$ cat src/rtl/hazard_ctrl_pkg.sv
// rtl/hazard_ctrl_pkg.sv - shared types and defaults for the pipeline hazard controller
//
// Purpose : divider FSM state encoding, per-stage stall/flush control
//           bundles and the EXE register-file write-type struct.
// Ports   : none (package).
package hazard_ctrl_pkg;

    localparam int DIV_CYCLES_DEF = 32;
    localparam int CNT_W_DEF      = 6;

    typedef enum logic [1:0] {
        DIV_IDLE = 2'd0,
        DIV_BUSY = 2'd1,
        DIV_DONE = 2'd2
    } DivState_t;

    typedef struct packed {
        logic pc;
        logic if_id;
        logic id_exe;
        logic exe_mem;
        logic mem_wb;
    } StallCtrl_t;

    typedef struct packed {
        logic if_id;
        logic id_exe;
        logic exe_mem;
    } FlushCtrl_t;

    // Destination write enables carried down the pipe with each instruction.
    typedef struct packed {
        logic RFWr;
        logic HIWr;
        logic LOWr;
    } RegsWrType;

endpackage

$ cat src/rtl/hazard_ctrl_if.sv
// rtl/hazard_ctrl_if.sv - pipeline status in / stall-flush controls out bundle
//
// Purpose : groups the hazard controller's pipeline-facing signals.
// Ports   : master = pipeline side (drives ID/EXE/MEM status, receives
//           stall/flush/divider status); slave = hazard_ctrl.
interface hazard_ctrl_if;
    import hazard_ctrl_pkg::*;

    logic [4:0] ID_rs;
    logic [4:0] ID_rt;
    logic       ID_ReadRs;
    logic       ID_ReadRt;
    logic       ID_ReadHiLo;
    logic       EXE_IsLoad;
    logic [4:0] EXE_Dst;
    RegsWrType  EXE_RegsWrType;
    logic       EXE_DivStart;
    logic       MEM_DReq;
    logic       MEM_DAck;
    logic       Exc_Flush;

    logic       PC_Stall;
    logic       IF_ID_Stall;
    logic       ID_EXE_Stall;
    logic       EXE_MEM_Stall;
    logic       MEM_WB_Stall;
    logic       IF_ID_Flush;
    logic       ID_EXE_Flush;
    logic       EXE_MEM_Flush;
    logic       Div_Busy;
    logic       Div_Done;

    modport master (
        output ID_rs, ID_rt, ID_ReadRs, ID_ReadRt, ID_ReadHiLo,
               EXE_IsLoad, EXE_Dst, EXE_RegsWrType, EXE_DivStart,
               MEM_DReq, MEM_DAck, Exc_Flush,
        input  PC_Stall, IF_ID_Stall, ID_EXE_Stall, EXE_MEM_Stall, MEM_WB_Stall,
               IF_ID_Flush, ID_EXE_Flush, EXE_MEM_Flush, Div_Busy, Div_Done
    );

    modport slave (
        input  ID_rs, ID_rt, ID_ReadRs, ID_ReadRt, ID_ReadHiLo,
               EXE_IsLoad, EXE_Dst, EXE_RegsWrType, EXE_DivStart,
               MEM_DReq, MEM_DAck, Exc_Flush,
        output PC_Stall, IF_ID_Stall, ID_EXE_Stall, EXE_MEM_Stall, MEM_WB_Stall,
               IF_ID_Flush, ID_EXE_Flush, EXE_MEM_Flush, Div_Busy, Div_Done
    );

endinterface

$ cat src/rtl/hazard_ctrl_div_seq.sv
// rtl/hazard_ctrl_div_seq.sv - multi-cycle divider occupancy sequencer
//
// Purpose : IDLE -> BUSY (DIV_CYCLES-1 cycles) -> DONE -> IDLE.
// Ports   : clk, rst (sync, active-high); start = divide entered EXE;
//           abort = exception flush; hold = MEM stall keeps DONE alive;
//           busy/done = state decodes.
module div_seq
    import hazard_ctrl_pkg::*;
#(
    parameter int DIV_CYCLES = DIV_CYCLES_DEF,
    parameter int CNT_W      = CNT_W_DEF
) (
    input  logic clk,
    input  logic rst,
    input  logic start,
    input  logic abort,
    input  logic hold,
    output logic busy,
    output logic done
);

    DivState_t        state_q, state_d;
    logic [CNT_W-1:0] cnt_q, cnt_d;

    always_ff @(posedge clk) begin
        if (rst) begin
            state_q <= DIV_IDLE;
            cnt_q   <= '0;
        end else begin
            state_q <= state_d;
            cnt_q   <= cnt_d;
        end
    end

    always_comb begin
        state_d = state_q;
        cnt_d   = cnt_q;
        if (abort) begin
            // The divide is younger than the faulting instruction: drop it.
            state_d = DIV_IDLE;
            cnt_d   = '0;
        end else begin
            case (state_q)
                DIV_IDLE: begin
                    if (start) begin
                        state_d = DIV_BUSY;
                        cnt_d   = CNT_W'(DIV_CYCLES - 1);
                    end
                end
                DIV_BUSY: begin
                    // Divider array runs independently of pipeline stalls.
                    cnt_d = cnt_q - CNT_W'(1);
                    if (cnt_q == CNT_W'(1)) begin
                        state_d = DIV_DONE;
                    end
                end
                DIV_DONE: begin
                    // Keep the result visible until EXE can actually latch it.
                    if (!hold) begin
                        state_d = DIV_IDLE;
                    end
                end
                default: begin
                    state_d = DIV_IDLE;
                    cnt_d   = '0;
                end
            endcase
        end
    end

    assign busy = (state_q == DIV_BUSY);
    assign done = (state_q == DIV_DONE);

    // A second divide cannot reach EXE while one is in flight.
    a_no_start_when_active: assert property (
        @(posedge clk) disable iff (rst) !(start && (state_q != DIV_IDLE))
    );

endmodule

$ cat src/rtl/hazard_ctrl.sv
// rtl/hazard_ctrl.sv - 5-stage pipeline hazard detection and stall/flush priority
//
// Purpose : resolves load-use, divider occupancy, HI/LO-behind-divide and
//           data-cache wait hazards into per-stage stall/flush controls.
// Ports   : clk, rst (sync, active-high); hz = hazard_ctrl_if.slave carrying
//           ID/EXE/MEM status in and stall/flush/divider status out.
module hazard_ctrl
    import hazard_ctrl_pkg::*;
#(
    parameter int DIV_CYCLES = DIV_CYCLES_DEF,
    parameter int CNT_W      = CNT_W_DEF
) (
    input  logic          clk,
    input  logic          rst,
    hazard_ctrl_if.slave  hz
);

    logic       mem_wait;
    logic       load_use;
    logic       div_hold;
    logic       hilo_hazard;
    logic       div_busy;
    logic       div_done;
    logic       div_idle;
    logic       rs_hit;
    logic       rt_hit;
    logic       unused_wr;
    StallCtrl_t stall;
    FlushCtrl_t flush;

    div_seq #(
        .DIV_CYCLES (DIV_CYCLES),
        .CNT_W      (CNT_W)
    ) u_div_seq (
        .clk   (clk),
        .rst   (rst),
        .start (hz.EXE_DivStart),
        .abort (hz.Exc_Flush),
        .hold  (mem_wait),
        .busy  (div_busy),
        .done  (div_done)
    );

    assign div_idle = ~div_busy & ~div_done;
    assign mem_wait = hz.MEM_DReq & ~hz.MEM_DAck;

    assign rs_hit   = hz.ID_ReadRs & (hz.ID_rs == hz.EXE_Dst);
    assign rt_hit   = hz.ID_ReadRt & (hz.ID_rt == hz.EXE_Dst);
    // $0 is never a real dependency.
    assign load_use = hz.EXE_IsLoad & hz.EXE_RegsWrType.RFWr &
                      (hz.EXE_Dst != 5'd0) & (rs_hit | rt_hit);

    // The start cycle already counts: the divide must not leave EXE.
    assign div_hold    = div_busy | (div_idle & hz.EXE_DivStart);
    // DONE still needs a bubble: HI/LO is written at the EXE/MEM boundary.
    assign hilo_hazard = hz.ID_ReadHiLo & (div_hold | div_done);

    // Only RFWr matters for RF load-use.
    assign unused_wr = ^{hz.EXE_RegsWrType.HIWr, hz.EXE_RegsWrType.LOWr};

    always_comb begin
        stall = '0;
        flush = '0;
        if (hz.Exc_Flush) begin
            flush = '1;
        end else if (mem_wait) begin
            stall = '1;
        end else if (div_hold) begin
            stall.pc      = 1'b1;
            stall.if_id   = 1'b1;
            stall.id_exe  = 1'b1;
            flush.exe_mem = 1'b1;
        end else if (load_use || hilo_hazard) begin
            stall.pc      = 1'b1;
            stall.if_id   = 1'b1;
            flush.id_exe  = 1'b1;
        end
    end

    assign hz.PC_Stall      = stall.pc;
    assign hz.IF_ID_Stall   = stall.if_id;
    assign hz.ID_EXE_Stall  = stall.id_exe;
    assign hz.EXE_MEM_Stall = stall.exe_mem;
    assign hz.MEM_WB_Stall  = stall.mem_wb;
    assign hz.IF_ID_Flush   = flush.if_id;
    assign hz.ID_EXE_Flush  = flush.id_exe;
    assign hz.EXE_MEM_Flush = flush.exe_mem;
    assign hz.Div_Busy      = div_busy;
    assign hz.Div_Done      = div_done;

endmodule

$ cat src/flat_wrapper.sv
// flat-port wrapper written by rule: the top's interface ports become plain ports
module hazard_ctrl_flat import hazard_ctrl_pkg::*;
#(
    parameter int DIV_CYCLES = DIV_CYCLES_DEF,
    parameter int CNT_W      = CNT_W_DEF
)
  (clk, rst, hz_ID_rs, hz_ID_rt, hz_ID_ReadRs, hz_ID_ReadRt, hz_ID_ReadHiLo, hz_EXE_IsLoad, hz_EXE_Dst, hz_EXE_RegsWrType, hz_EXE_DivStart, hz_MEM_DReq, hz_MEM_DAck, hz_Exc_Flush, hz_PC_Stall, hz_IF_ID_Stall, hz_ID_EXE_Stall, hz_EXE_MEM_Stall, hz_MEM_WB_Stall, hz_IF_ID_Flush, hz_ID_EXE_Flush, hz_EXE_MEM_Flush, hz_Div_Busy, hz_Div_Done);
  hazard_ctrl_if hz_i ();
  input  logic clk;
  input  logic rst;
  input wire logic [$bits(hz_i.ID_rs)-1:0] hz_ID_rs;
  input wire logic [$bits(hz_i.ID_rt)-1:0] hz_ID_rt;
  input wire logic [$bits(hz_i.ID_ReadRs)-1:0] hz_ID_ReadRs;
  input wire logic [$bits(hz_i.ID_ReadRt)-1:0] hz_ID_ReadRt;
  input wire logic [$bits(hz_i.ID_ReadHiLo)-1:0] hz_ID_ReadHiLo;
  input wire logic [$bits(hz_i.EXE_IsLoad)-1:0] hz_EXE_IsLoad;
  input wire logic [$bits(hz_i.EXE_Dst)-1:0] hz_EXE_Dst;
  input wire logic [$bits(hz_i.EXE_RegsWrType)-1:0] hz_EXE_RegsWrType;
  input wire logic [$bits(hz_i.EXE_DivStart)-1:0] hz_EXE_DivStart;
  input wire logic [$bits(hz_i.MEM_DReq)-1:0] hz_MEM_DReq;
  input wire logic [$bits(hz_i.MEM_DAck)-1:0] hz_MEM_DAck;
  input wire logic [$bits(hz_i.Exc_Flush)-1:0] hz_Exc_Flush;
  output wire logic [$bits(hz_i.PC_Stall)-1:0] hz_PC_Stall;
  output wire logic [$bits(hz_i.IF_ID_Stall)-1:0] hz_IF_ID_Stall;
  output wire logic [$bits(hz_i.ID_EXE_Stall)-1:0] hz_ID_EXE_Stall;
  output wire logic [$bits(hz_i.EXE_MEM_Stall)-1:0] hz_EXE_MEM_Stall;
  output wire logic [$bits(hz_i.MEM_WB_Stall)-1:0] hz_MEM_WB_Stall;
  output wire logic [$bits(hz_i.IF_ID_Flush)-1:0] hz_IF_ID_Flush;
  output wire logic [$bits(hz_i.ID_EXE_Flush)-1:0] hz_ID_EXE_Flush;
  output wire logic [$bits(hz_i.EXE_MEM_Flush)-1:0] hz_EXE_MEM_Flush;
  output wire logic [$bits(hz_i.Div_Busy)-1:0] hz_Div_Busy;
  output wire logic [$bits(hz_i.Div_Done)-1:0] hz_Div_Done;
  assign hz_i.ID_rs = hz_ID_rs;
  assign hz_i.ID_rt = hz_ID_rt;
  assign hz_i.ID_ReadRs = hz_ID_ReadRs;
  assign hz_i.ID_ReadRt = hz_ID_ReadRt;
  assign hz_i.ID_ReadHiLo = hz_ID_ReadHiLo;
  assign hz_i.EXE_IsLoad = hz_EXE_IsLoad;
  assign hz_i.EXE_Dst = hz_EXE_Dst;
  assign hz_i.EXE_RegsWrType = hz_EXE_RegsWrType;
  assign hz_i.EXE_DivStart = hz_EXE_DivStart;
  assign hz_i.MEM_DReq = hz_MEM_DReq;
  assign hz_i.MEM_DAck = hz_MEM_DAck;
  assign hz_i.Exc_Flush = hz_Exc_Flush;
  assign hz_PC_Stall = hz_i.PC_Stall;
  assign hz_IF_ID_Stall = hz_i.IF_ID_Stall;
  assign hz_ID_EXE_Stall = hz_i.ID_EXE_Stall;
  assign hz_EXE_MEM_Stall = hz_i.EXE_MEM_Stall;
  assign hz_MEM_WB_Stall = hz_i.MEM_WB_Stall;
  assign hz_IF_ID_Flush = hz_i.IF_ID_Flush;
  assign hz_ID_EXE_Flush = hz_i.ID_EXE_Flush;
  assign hz_EXE_MEM_Flush = hz_i.EXE_MEM_Flush;
  assign hz_Div_Busy = hz_i.Div_Busy;
  assign hz_Div_Done = hz_i.Div_Done;
  hazard_ctrl #(.DIV_CYCLES(DIV_CYCLES), .CNT_W(CNT_W)) u_core (.clk(clk), .rst(rst), .hz(hz_i));
endmodule
$ cat config.mk
export PLATFORM = sky130hd
export DESIGN_NAME = hazard_ctrl_flat
export DESIGN_NICKNAME = d
export VERILOG_FILES = /design/src/rtl/hazard_ctrl_pkg.sv /design/src/rtl/hazard_ctrl_if.sv /design/src/rtl/hazard_ctrl_div_seq.sv /design/src/rtl/hazard_ctrl.sv /design/src/flat_wrapper.sv
export SDC_FILE = /design/constraint.sdc
export NUM_CORES = 1
export LEC_CHECK = 0
export BUFFER_PORTS_ARGS = -buffer_cell sky130_fd_sc_hd__buf_4
export CAP_MARGIN = 20
export CORE_MARGIN = 2
export CORE_UTILIZATION = 30
export DETAILED_ROUTE_END_ITERATION = 12
export SYNTH_ARGS = -nofsm -noshare
export SYNTH_HDL_FRONTEND = slang
export SYNTH_SLANG_ARGS = --single-unit
$ cat constraint.sdc
create_clock -name clk -period 4.26 [get_ports clk]
set_input_delay 0.852 -clock clk [delete_from_list [all_inputs] [get_ports clk]]
set_output_delay 0.852 -clock clk [all_outputs]
set_load 0.005 [all_outputs]
; Word-level counts from Yosys, hierarchy flattened
; Index checks and enable logic that the tools add are counted.
; W data, S select, Z words.
[op_classes]
n_eq_ne = 8
add_sub_neg = 1
mux = 17
bitwise = 15
n_reduce_logical = 6
[op_table]
columns = operator, n
row1 = $pmux W6 S3, 1
row2 = $mux W2, 8
row3 = $eq A5 B5 Y1, 2
row4 = $and A1 B1 Y1, 9
row5 = $eq A6 B1 Y1 const B, 1
row6 = $mux W6, 1
row7 = $ne A2 B2 Y1 const B, 3
row8 = $pmux W2 S3, 1
row9 = $sub A6 B1 Y6 const B, 1
row10 = $mux W5, 1
row11 = $reduce_bool A5 Y1, 1
row12 = $mux W1, 4
row13 = $mux W3, 1
row14 = $not A1 Y1, 3
row15 = $or A1 B1 Y1, 3
row16 = $reduce_and A3 Y1, 1
row17 = $eq A2 B1 Y1 const B, 1
row18 = $eq A2 B2 Y1 const B, 1
row19 = $logic_not A2 Y1, 1
row20 = $reduce_and A2 Y1, 1
row21 = $reduce_or A2 Y1, 1
row22 = $logic_or A1 B1 Y1, 1
[word_totals]
elab_cells = 49
register_bits = 8
inputBits = 28
out_inout_bits = 10

; Logic depth before layout (Yosys ltp)
[logic_depth]
word_depth = 12
depth_mapped = 8
ltp_nobuf = 7

; By module
; From an unflattened synthesis, not the netlist that was laid out.
[hier_totals]
cells_unflattened = 92
area_unflattened_um2 = 718.2
[by_module_without_submodules]
columns = mod, area_per_inst_um2, instances, seq_area_each_um2, cells_per_inst
row1 = div_seq, 474.2, 1, 160.2, 59
row2 = hazard_ctrl, 244.0, 1, 0.0, 33

; Worst setup path after synthesis
; Ideal clock, no wire load.
[synth_timing]
kind = in2out
from = input port hz_EXE_Dst[1]
to = output port hz_PC_Stall
t_required_ps = 3408
path_slack_ps = 1430
n_path_buf = 1
t_arrival_ps = 1978
cell_stages = 5
cell_sequence = or4_4 > o211ai_2 > o21ai_1 > o31a_1 > buf_4
[synth_via]
elab_chain_cells = 9
elab_cells_between_ends = 13
cone_classes = 2 x eq/ne / 4 x mux / 5 x bitwise / 2 x reduce/logical
[synth_rtl]
columns = element, line
row1 = "start, declared", flat_wrapper.sv:17  ; input wire logic [$bits(hz_i.EXE_Dst)-1:0] hz_EXE_Dst;
row2 = "$eq A5 B5 Y1, on equally long branches", "hazard_ctrl.sv:47, hazard_ctrl.sv:48"
row3 = "$and A1 B1 Y1, on equally long branches", "hazard_ctrl.sv:47, hazard_ctrl.sv:48"
row4 = $or A1 B1 Y1, hazard_ctrl.sv:51  ; (hz.EXE_Dst != 5'd0) & (rs_hit | rt_hit);
row5 = $and A1 B1 Y1 (*), hazard_ctrl.sv:51
row6 = $logic_or A1 B1 Y1 (*), hazard_ctrl.sv:73  ; end else if (load_use || hilo_hazard) begin
row7 = $mux W2 (*), hazard_ctrl.sv:73
row8 = $mux W2 (*), hazard_ctrl.sv:68  ; end else if (div_hold) begin
row9 = $mux W3 (*), hazard_ctrl.sv:66  ; end else if (mem_wait) begin
row10 = $mux W5 (*), hazard_ctrl.sv:64  ; if (hz.Exc_Flush) begin
row11 = "end, declared", flat_wrapper.sv:23  ; output wire logic [$bits(hz_i.PC_Stall)-1:0] hz_PC_Stall;
; Mark *: on every way between the ends. The rest lies on a longest branch, timed or not.

; Worst setup path in the final report
[layout_timing]
from = input port hz_EXE_Dst[1]
to = output port hz_IF_ID_Stall
[layout_via]
elab_chain_cells = 9
elab_cells_between_ends = 13
cone_classes = 2 x eq/ne / 4 x mux / 5 x bitwise / 2 x reduce/logical
[layout_rtl]
columns = element, line
row1 = "$eq A5 B5 Y1, on equally long branches", "hazard_ctrl.sv:47, hazard_ctrl.sv:48"
row2 = "$and A1 B1 Y1, on equally long branches", "hazard_ctrl.sv:47, hazard_ctrl.sv:48"
row3 = $or A1 B1 Y1, hazard_ctrl.sv:51
row4 = $and A1 B1 Y1 (*), hazard_ctrl.sv:51
row5 = $logic_or A1 B1 Y1 (*), hazard_ctrl.sv:73
row6 = $mux W2 (*), hazard_ctrl.sv:73
row7 = $mux W2 (*), hazard_ctrl.sv:68
row8 = $mux W3 (*), hazard_ctrl.sv:66
row9 = $mux W5 (*), hazard_ctrl.sv:64
row10 = "end, declared", flat_wrapper.sv:24  ; output wire logic [$bits(hz_i.IF_ID_Stall)-1:0] hz_IF_ID_Stall;
; Marked as above.

==> summary.md <==
| Metric | Value |
|---|---|
| Crit-path cells | `buf_4 -> or4_4 -> o211ai_2 -> o21ai_1 -> o31a_1 -> buf_4` |
| Crit path buffers/inverters | `2` |
| Min cycle time layout | `3.01 ns` |
| GR Util All Layers | `14.1%` |
| Horiz. Die Dim | `53.4 um` |
| YS warnings | `0` |
| Max-slew violations | `0` |
| R2R setup slack | `2.55 ns` |
| DRT Pass-1 Iters | `4` |
| Via density | `4.92` |
| Synth Instances | `94` |
| Wire per inst | `11.6 um` |
| Clk_skew | `0.00349 ns` |
| Pleak | `0.471 nW` |
| Cell row count | `17` |
| Hold-critical path depth | `2` |
| Die Ht | `53.4 um` |
| Setup TNS | `0 ns` |
| Residual DRC | `0` |
| DIE AREA | `2850 um2` |
| Metal3 WL | `78 um` |
| Largest net degree at the start of global routing | `13` |
| CP top delay family | `simple AND/OR/NAND/NOR gates` |
| Dpl ws | `1.24 ns` |
| Crit path arrival time | `2.16 ns` |
| Clk slew on worst S/H paths | `0.05 ns` |
| Share of post-route cells with drive strength above 1 | `34.1%` |
| Clk sinks | `8` |
| H-tree depth | `1` |
| Finish-stage setup viols | `0` |
| Final wirelength | `1790 um` |
| Setup Buffers After CTS | `0` |
| Hold Buf Count CTS | `0` |
| Register area share after synthesis | `21.9%` |
| Status | `finished clean` |
| Initial antenna violation count | `0` |
| Fin. Hold Viols | `0` |
| Critical path depth | `6` |
| CTS root buf | `clkbuf_4` |
| Final period util | `70.7%` |
| Number of global-route vias before repair | `722` |
| R2R Path Start | `u_core.u_div_seq.state_q[0]` |
| Final core utilization | `45.1%` |
| R2R Path End | `u_core.u_div_seq.cnt_q[4]` |
| Pwr Total | `219 uW` |
| Post-Syn Nets | `127` |
| GP Congestion | `0.746` |
| Hold path endpoint | `u_core.u_div_seq.state_q[1]` |
| Hold path startpoint | `u_core.u_div_seq.state_q[1]` |
| R2R cell count | `7` |
| Startpoint types | `input pin` |
| Clock buffer depth | `2` |
| Distinct cell type count after synthesis | `34` |
| Maximum vdd drop | `0.153 mV` |
| Max-slew headroom | `71.7%` |
| Most common cell on crit path | `buf_4` |
| Number of CTS-inserted buffers | `3` |
| CP Class | `in2out` |
| Final instance area | `1020 um2` |
| Max Clk Rate | `332 MHz` |
| CP Max Fanout | `3` |
| Yosys reg bits | `8` |
| Core box area | `2250 um2` |
| Syn avg cell area | `7.77 um2` |
| RSZ-0062 raised after global routing | `false` |
| # Max-Cap Violations | `0` |
| Initial core utilization | `32.4%` |
| Post_cts resized | `0` |
| Antenna cells | `0` |
| CTS tree | `yes` |
| Post-placement cell area | `995 um2` |
| Worst min path class | `reg2reg` |
| Pwr dens | `215 nW/um2` |
| Worst path slowest cell | `or4_4` |
| M1 wire length | `792 um` |
| Top sig layer | `met3` |
| Detailed Place HPWL | `1450 um` |
| Vias | `757` |
| Grt total ovfl | `0` |
| First-pass GRT wire length | `3000 um` |
| IO Count | `38` |
| Initial DRC count | `16` |
| Worst Setup End Kind | `output pin` |
| Routed length on met2 | `918 um` |
| Mapped Area | `731 um2` |
| Synthesis-to-finish area growth | `39.2%` |
| Worst Path Required | `3.41 ns` |
| Number of nets with antenna violations after routing | `0` |
| Slew @ Worst Pin | `0.425 ns` |
| CP max stage delay | `0.53 ns` |
| # nets final | `161` |
| Worst-skew pair later-pin latency | `0.25 ns` |
| Port-buffer cells | `35` |
| Final setup margin | `1.25 ns` |
| Filler cells | `240` |
[through the flow]
| stage | cells | hold WS [ns] |
|---|---|---|
| finish | 154 | 0.525 |
| global route | 154 | 0.574 |
| CTS | 154 | 0.534 |
| detailed placement | 151 | 0.505 |
| global placement | 151 | 0.501 |
| floorplan | 94 | 0.476 |
[cell usage after synthesis]
cell,number,area [um2]
a211oi_1,4,30.0
a21o_1,2,15.0
a21o_2,1,8.76
a21oi_1,5,25.0
a22oi_1,1,7.51
a32oi_1,1,8.76
and2_0,1,6.26
and2_1,2,12.5
and2b_1,1,7.51
buf_1,1,3.75
buf_4,3,22.5
clkbuf_1,2,7.51
dfxtp_1,8,160
ha_1,5,62.6
inv_1,8,30.0
mux2_2,1,11.3
mux2i_1,2,20.0
nand2b_1,1,6.26
nand3_1,1,5.00
nand3b_1,1,7.51
nor2_1,9,33.8
nor2b_1,2,12.5
nor3_1,4,20.0
nor4_1,3,18.8
o211ai_2,1,12.5
o21ai_0,7,35.0
o21ai_1,1,5.00
o31a_1,2,17.5
or2_1,1,6.26
or2_2,1,6.26
or3_1,1,6.26
or4_4,1,11.3
xnor2_1,2,17.5
xor2_1,8,70.1
[cell usage in the layout (no fill, tap or decap), types with 2 or more instances in the layout]
cell,n
o31a_1,2
a21oi_1,5
xor2_1,8
mux2i_1,2
nor3_1,4
ha_1,5
nor2b_1,2
o21ai_0,7
and2_1,2
a21o_1,2
xnor2_1,2
nor2_1,9
clkbuf_4,3
a211oi_1,4
inv_1,8
buf_4,35
nor4_1,3
dfxtp_1,8
[cells by family (layout without fill, tap and decap cells)]
logic type,after synthesis,in the layout,synth area share (%)
xor gates and xnor gates,10,10,12.0
adders and majority gates,5,5,8.56
buffers and inverters,14,46,8.73
AOI/OAI and AO/OA,25,25,22.6
DFF,8,8,21.9
and+or+nand+nor,29,29,21.9
muxes,3,3,4.28
[layer usage]
layer,GRT usage [%],vias to the layer above
li1,-,390
met1,15.9,350
met2,25.9,17
met3,5.08,0
met4,1.28,0
met5,0,-
[tightest hold or removal path: stages (launching register included)]
cell and delay [ns]:
dfxtp_1 0.32, nor2_1 0.10, nor3_1 0.05
[flip-flops by register name (all words and copies together) (netlist names)]
register and count:
u_core.u_div_seq.cnt_q 6, u_core.u_div_seq.state_q 2
[layout make-up]
| type | instances | area (um2) | area share, % |
|---|---|---|---|
| multi-input cells | 72 | 507 | 49.8 |
| well taps | 28 | 35.0 | 3.44 |
| clock buffers | 3 | 22.5 | 2.21 |
| repair buffers | 35 | 263 | 25.8 |
| flip-flops and latches | 8 | 160 | 15.7 |
| inverters | 8 | 30.0 | 2.95 |
[report_power, final]
part           total, mW  leakage, nW  switching, mW  internal (mW)
sequential        0.0825       0.0655        0.00366         0.0789
clock             0.0553       0.0138         0.0233         0.0321
combinational     0.0809        0.392         0.0361         0.0448
total              0.219        0.471         0.0630          0.156
[worst max path at each step]
stage | startpoint | end | slack, ns
after floorplan | hz_EXE_Dst[1] | hz_PC_Stall | 1.43
after global placement | hz_EXE_Dst[1] | hz_IF_ID_Stall | 1.25
after detailed placement | hz_EXE_Dst[1] | hz_IF_ID_Stall | 1.24
after CTS | hz_EXE_Dst[1] | hz_IF_ID_Stall | 1.24
after global routing | hz_EXE_Dst[1] | hz_PC_Stall | 1.17
final | hz_EXE_Dst[1] | hz_IF_ID_Stall | 1.25
No activity file was read; power rests on OpenSTA's default activity.
